## src/rtl/pc_sequencer.sv

```systemverilog
// ---------------------------------------------------------------------------
// pc_sequencer
// Program-counter sequencer. It fetches one instruction per FETCH/EXEC pair,
// supports absolute jumps and relative branches, and stops in a terminal HALT
// state on request or when instruction memory fails to acknowledge a fetch.
//
// Parameters
//   RESET_VEC     PC value loaded on reset
//   PC_STEP       sequential PC increment
//   TIMEOUT       FETCH cycles without ack before a fault halt (1..255)
//
// Ports
//   clk           clock, rising edge
//   rst_n         synchronous active-low reset
//   imem_req      fetch request (FETCH only)
//   imem_addr     fetch address, always equal to pc
//   imem_ack      instruction memory returned data for imem_addr
//   instr_valid   instruction is executing this cycle (EXEC only)
//   stall         hold the current instruction in EXEC
//   jump          absolute redirect to jump_target
//   jump_target   absolute next PC
//   branch_taken  relative redirect by branch_off
//   branch_off    two's-complement offset in PC units
//   halt          stop sequencing
//   pc            current program counter
//   halted        sequencer is in HALT
//   fault         HALT was entered by fetch timeout (sticky until reset)
// ---------------------------------------------------------------------------
module pc_sequencer #(
    parameter logic [7:0]  RESET_VEC = 8'h00,
    parameter logic [7:0]  PC_STEP   = 8'd1,
    parameter int unsigned TIMEOUT   = 15
) (
    input  logic       clk,
    input  logic       rst_n,
    output logic       imem_req,
    output logic [7:0] imem_addr,
    input  logic       imem_ack,
    output logic       instr_valid,
    input  logic       stall,
    input  logic       jump,
    input  logic [7:0] jump_target,
    input  logic       branch_taken,
    input  logic [7:0] branch_off,
    input  logic       halt,
    output logic [7:0] pc,
    output logic       halted,
    output logic       fault
);

    localparam int unsigned PC_W   = 8;
    localparam int unsigned WAIT_W = 8;

    // Last wait-count value tolerated before the fetch is declared dead.
    localparam logic [WAIT_W-1:0] WAIT_LAST = WAIT_W'(TIMEOUT - 1);

    typedef enum logic [1:0] {
        S_IDLE  = 2'd0,
        S_FETCH = 2'd1,
        S_EXEC  = 2'd2,
        S_HALT  = 2'd3
    } state_e;

    state_e            state_q, state_d;
    logic [PC_W-1:0]   pc_q, pc_d;
    logic [WAIT_W-1:0] wait_q, wait_d;
    logic              fault_q, fault_d;
    logic              imem_req_q, imem_req_d;
    logic              instr_valid_q, instr_valid_d;
    logic              halted_q, halted_d;

    logic [PC_W-1:0]   pc_seq_c;
    logic [PC_W-1:0]   pc_branch_c;

    // Candidate next PCs; 8-bit arithmetic wraps naturally modulo 256.
    assign pc_seq_c    = PC_W'(pc_q + PC_STEP);
    assign pc_branch_c = PC_W'(pc_seq_c + branch_off);

    // Next-state, PC and wait-counter logic.
    always_comb begin
        state_d = state_q;
        pc_d    = pc_q;
        wait_d  = wait_q;
        fault_d = fault_q;

        unique case (state_q)
            S_IDLE: begin
                state_d = S_FETCH;
                wait_d  = '0;
            end

            S_FETCH: begin
                // An ack in the timeout cycle still wins.
                if (imem_ack) begin
                    state_d = S_EXEC;
                end else if (wait_q == WAIT_LAST) begin
                    state_d = S_HALT;
                    fault_d = 1'b1;
                end else begin
                    wait_d = WAIT_W'(wait_q + 1'b1);
                end
            end

            S_EXEC: begin
                // Priority: halt > stall > jump > branch > sequential.
                if (halt) begin
                    state_d = S_HALT;
                end else if (stall) begin
                    state_d = S_EXEC;
                end else if (jump) begin
                    pc_d    = jump_target;
                    state_d = S_FETCH;
                    wait_d  = '0;
                end else if (branch_taken) begin
                    pc_d    = pc_branch_c;
                    state_d = S_FETCH;
                    wait_d  = '0;
                end else begin
                    pc_d    = pc_seq_c;
                    state_d = S_FETCH;
                    wait_d  = '0;
                end
            end

            S_HALT: begin
                state_d = S_HALT;
            end

            default: begin
                state_d = S_IDLE;
            end
        endcase
    end

    // Moore outputs are decoded from the next state and registered alongside it.
    always_comb begin
        imem_req_d    = 1'b0;
        instr_valid_d = 1'b0;
        halted_d      = 1'b0;
        unique case (state_d)
            S_FETCH: imem_req_d    = 1'b1;
            S_EXEC:  instr_valid_d = 1'b1;
            S_HALT:  halted_d      = 1'b1;
            default: ;
        endcase
    end

    // State register with synchronous active-low reset.
    always_ff @(posedge clk) begin
        if (!rst_n) begin
            state_q       <= S_IDLE;
            pc_q          <= RESET_VEC;
            wait_q        <= '0;
            fault_q       <= 1'b0;
            imem_req_q    <= 1'b0;
            instr_valid_q <= 1'b0;
            halted_q      <= 1'b0;
        end else begin
            state_q       <= state_d;
            pc_q          <= pc_d;
            wait_q        <= wait_d;
            fault_q       <= fault_d;
            imem_req_q    <= imem_req_d;
            instr_valid_q <= instr_valid_d;
            halted_q      <= halted_d;
        end
    end

    assign imem_req    = imem_req_q;
    assign imem_addr   = pc_q;
    assign instr_valid = instr_valid_q;
    assign pc          = pc_q;
    assign halted      = halted_q;
    assign fault       = fault_q;

endmodule

```

## config.mk

```make
export PLATFORM = sky130hd
export DESIGN_NAME = pc_sequencer
export DESIGN_NICKNAME = d
export VERILOG_FILES = /design/src/rtl/pc_sequencer.sv
export SDC_FILE = /design/constraint.sdc
export NUM_CORES = 1
export LEC_CHECK = 0
export ABC_AREA = 1
export CORE_MARGIN = 3
export CORE_UTILIZATION = 49
export DETAILED_ROUTE_END_ITERATION = 12
export GPL_ROUTABILITY_DRIVEN = 1
export PLACE_DENSITY = 0.79
export SLEW_MARGIN = 40
export SYNTH_ARGS = -nofsm -noshare
export SYNTH_HDL_FRONTEND = slang
export SYNTH_SLANG_ARGS = --single-unit
```

## constraint.sdc

```tcl
create_clock -name clk -period 2.4 [get_ports clk]
set_clock_uncertainty 0.15 [all_clocks]
set_input_delay 0.6 -clock clk [delete_from_list [all_inputs] [get_ports clk]]
set_output_delay 0.6 -clock clk [all_outputs]
set_load 0.02 [all_outputs]
```

==> flow_summary_export.csv <==
group,metric,value,unit
cells_and_area,final_util,70.08,%
clock_tree,root_buffer,"clkbuf_4",
sta,hold_violations,0,
clock_tree,hold_buffers,0,
setup_path,max_stage_delay,0.38,ns
floorplanning,die_h,63.73,µm
cells_and_area,syn_to_final_growth,34.25,%
power,pwr-share-clk,26.4,%
sta,fmax,444.3,MHz
floorplanning,num_rows,20,
logic_synthesis,synth_top_flop_cell,"dfxtp_1",
drt,via_per_inst,5.126,
grt,met1_usage,25.62,%
grt,grt-busiest-layer,"met2",
logic_synthesis,syn-num-nets,268,
setup_path,cp.required,2.50,ns
logic_synthesis,synth_seq_area_share,26.97,%
floorplanning,initial_utilization,52.20,%
logic_synthesis,yosys_warnings,0,
logic_synthesis,yosys_register_bits,22,
drt,drc,0,
drt,first_iter_violations,84,
logic_synthesis,synth-edff-count,0,
logic_synthesis,async_flop_share,0,%
power,power_frac_comb,24.1,%
cells_and_area,fill_cells,266,
setup_path,start_kind,"register",
setup_path,arrival,2.35,ns
floorplanning,ioPinCount,43,
outcome,status,"completed",
sta,final.setup.worst_slack,0.1491,ns
job,cap_violations,0,
floorplanning,core_area,3128,µm²
sta,worst_pin_slew,0.3111,ns
sta,relSlewSlack,79.13,%
power,power,769.2,µW
cells_and_area,final_cells,325,
floorplanning,fp.dieArea,4061,µm²
sta,fin_crit_sh,93.79,%
setup_path,cp_common_cell,"nand2_1",
logic_synthesis,syn-instance-count,233,
cells_and_area,n_antenna_cell,0,
logic_synthesis,synth_area_per_cell,7.008,µm²
placement,dpl.cell_count,321,
placement,io_buffers,42,
clock_tree,htree_num_levels,1,
power,switching_share,27.56,%
grt,use_met3,5.526,%
sta,setup_viol,0,
power,p_seq_share,49.5,%
sta,slew_viol_final,0,
clock_tree,cts.sinks,22,
sta,finalCriticalPeriod,2.251,ns
grt,grt_start_max_net_pins,13,
clock_tree,clk_latency,0.30,ns
cells_and_area,drive_gt1_share,18.86,%
drt,wl,3778,µm
cells_and_area,final_net_count,317,
clock_tree,clkTransAtPathRegs,0.12,ns
setup_path,cp_max_fo,4,
grt,grt_pass1_vias,1497,
drt,first_pass_iters,5,
power,ir_worst_vdd,0.0003634,V
cells_and_area,regArea,444.2,µm²
setup_path,cp-end-kind,"register",
clock_tree,cts_buffer_depth,2,
power,power.switching,212.0,µW
clock_tree,numCtsBuffers,3,
setup_path,critPathKind,"reg -> reg",
cells_and_area,multi_input_area,1021,µm²
power,leakage,0.9705,nW
drt,route.vias.total,1666,
grt,groute.usage.overall,19.28,%
clock_tree,tritoncts,"built",
drt,wl_per_cell,11.62,µm
logic_synthesis,syn_area,1633,µm²
grt,antenna_found_initial,0,
logic_synthesis,synth.distinct_cells,36,
drt,final_antenna_net_count,0,
power,p_per_area,350.9,nW/µm²
power,internal-power,557.2,µW
grt,grt_overflow,0,
placement,place.gp.congestion,0.8638,
floorplanning,die_w,63.73,µm
hold_path,hp-class,"reg -> reg",
setup_path,crit_chain,"ha_1 > nand2_2 > nor2_2 > a21oi_1 > a21oi_2 > ha_1 > nand2_1 > inv_1 > nand2_1 > nand2_1 > a21oi_2 > inv_1 > nand2_1 > nand3_1 > nand2_1 > nand2_1 > a21oi_2",
grt,grt_pass1_wl,6458,µm
setup_path,slowest_stage,"dfxtp_2",
grt,use_met2,31.29,%
placement,hpwl,3049,µm
placement,dpl_worst_slack,-0.1559,ns
[placed cells by master, fill, tap and decap left out, types with 2 or more instances in the layout]
cell / n
a21o_1: 2
a21oi_1: 26
a21oi_2: 3
a31oi_1: 3
buf_4: 13
clkbuf_4: 3
clkdlybuf4s50_1: 42
clkinv_1: 2
dfxtp_1: 19
dfxtp_2: 3
ha_1: 10
inv_1: 18
inv_2: 9
nand2_1: 40
nand2_2: 4
nand3_1: 10
nand3_2: 3
nand4_1: 2
nor2_1: 23
nor2_2: 6
o211ai_1: 3
o21ai_0: 10
o21ai_1: 3
xnor2_1: 3
xor2_1: 6
[worst paths after layout]
path / start / end / slack, ns / cells after the start
max: imem_addr[1] / imem_addr[7] / 0.15 / 17
min: fault / fault / 0.34 / 2
max reg2reg: imem_addr[1] / imem_addr[7] / 0.15 / 17
min reg2reg: fault / fault / 0.34 / 2
[flip-flops by register name, indices dropped and copies added (netlist names)]
signal       count
imem_addr        8
wait_q           8
state_q          2
fault            1
halted           1
imem_req         1
instr_valid      1
[per-stage QoR]
| stage | hold WS (ns) | instance area, µm² | setup TNS, ns |
|---|---|---|---|
| 2_1_floorplan | 0.3194 | 1633 | 0 |
| 3_3_place_gp | 0.3028 | 2131 | -0.1449 |
| 3_5_place_dp | 0.3169 | 2131 | -0.2583 |
| 4_1_cts | 0.3459 | 2167 | 0 |
| 5_1_grt | 0.3853 | 2192 | -0.01778 |
| 6_report | 0.3418 | 2192 | 0 |
[per-layer routing]
layer	wire length, µm	part of all wire, %
met5	0	0
met4	46	1.2
met3	239	6.3
met2	1706	45
met1	1785	47
[power by group through the flow]
stage               Sequential, mW  Clock (mW)  Combinational (mW)
floorplan                    0.396           0              0.0937
global placement             0.389           0               0.180
detailed placement           0.389           0               0.182
CTS                          0.381       0.210               0.184
global route                 0.383       0.231               0.205
finish                       0.381       0.203               0.185
[critical path, delay by kind of cell (launching register included)]
family                   cells  cell delay, ns
buffers and inverters        2            0.09
adder cells (fa/ha/maj)      2            0.49
AND/OR/NAND/NOR              9            0.65
flip-flops                   1            0.38
AO/OA/AOI/OAI                4            0.45
[synthesized netlist by cell type, drive strengths merged (2+ instances only)]
| cell type | n | share of area, % |
|---|---|---|
| dfxtp | 22 | 27 |
| a31oi | 3 | 1.1 |
| o21ai | 14 | 4.5 |
| xor2 | 6 | 3.2 |
| nand2 | 45 | 11 |
| a21o | 2 | 0.92 |
| o211ai | 3 | 1.4 |
| buf | 9 | 4.1 |
| nor2 | 30 | 8.1 |
| a21oi | 29 | 9.3 |
| nand3 | 13 | 4.9 |
| nand4 | 2 | 0.77 |
| clkinv | 2 | 0.46 |
| xnor2 | 3 | 1.6 |
| nor3 | 3 | 1.9 |
| inv | 28 | 6.7 |
| clkbuf | 2 | 0.46 |
| ha | 11 | 8.4 |
[cell type report]
type                            instances  share of cell area [%]
Sequential cell                        22                   20.26
Tap cell                               44                   2.511
Multi-Input combinational cell        170                   46.58
Clock buffer                            4                   1.655
Inverter                               30                   5.365
Timing Repair Buffer                   55                   23.63
[kinds of logic after synthesis]
| group | synth area share, % |
|---|---|
| AND/OR/NAND/NOR | 28.51 |
| flip-flops | 26.97 |
| XOR/XNOR | 4.828 |
| buffers and inverters | 11.80 |
| adder cells (fa/ha/maj) | 9.655 |
| AO/OA/AOI/OAI | 18.24 |
[what timing repair did]
item / 4_1_cts / 5_1_grt
setup buffers: 0 / 0
setup endpoints to repair: 0 / 2
gates resized for setup: 0 / 8
No activity file was read; power rests on OpenSTA's default activity.
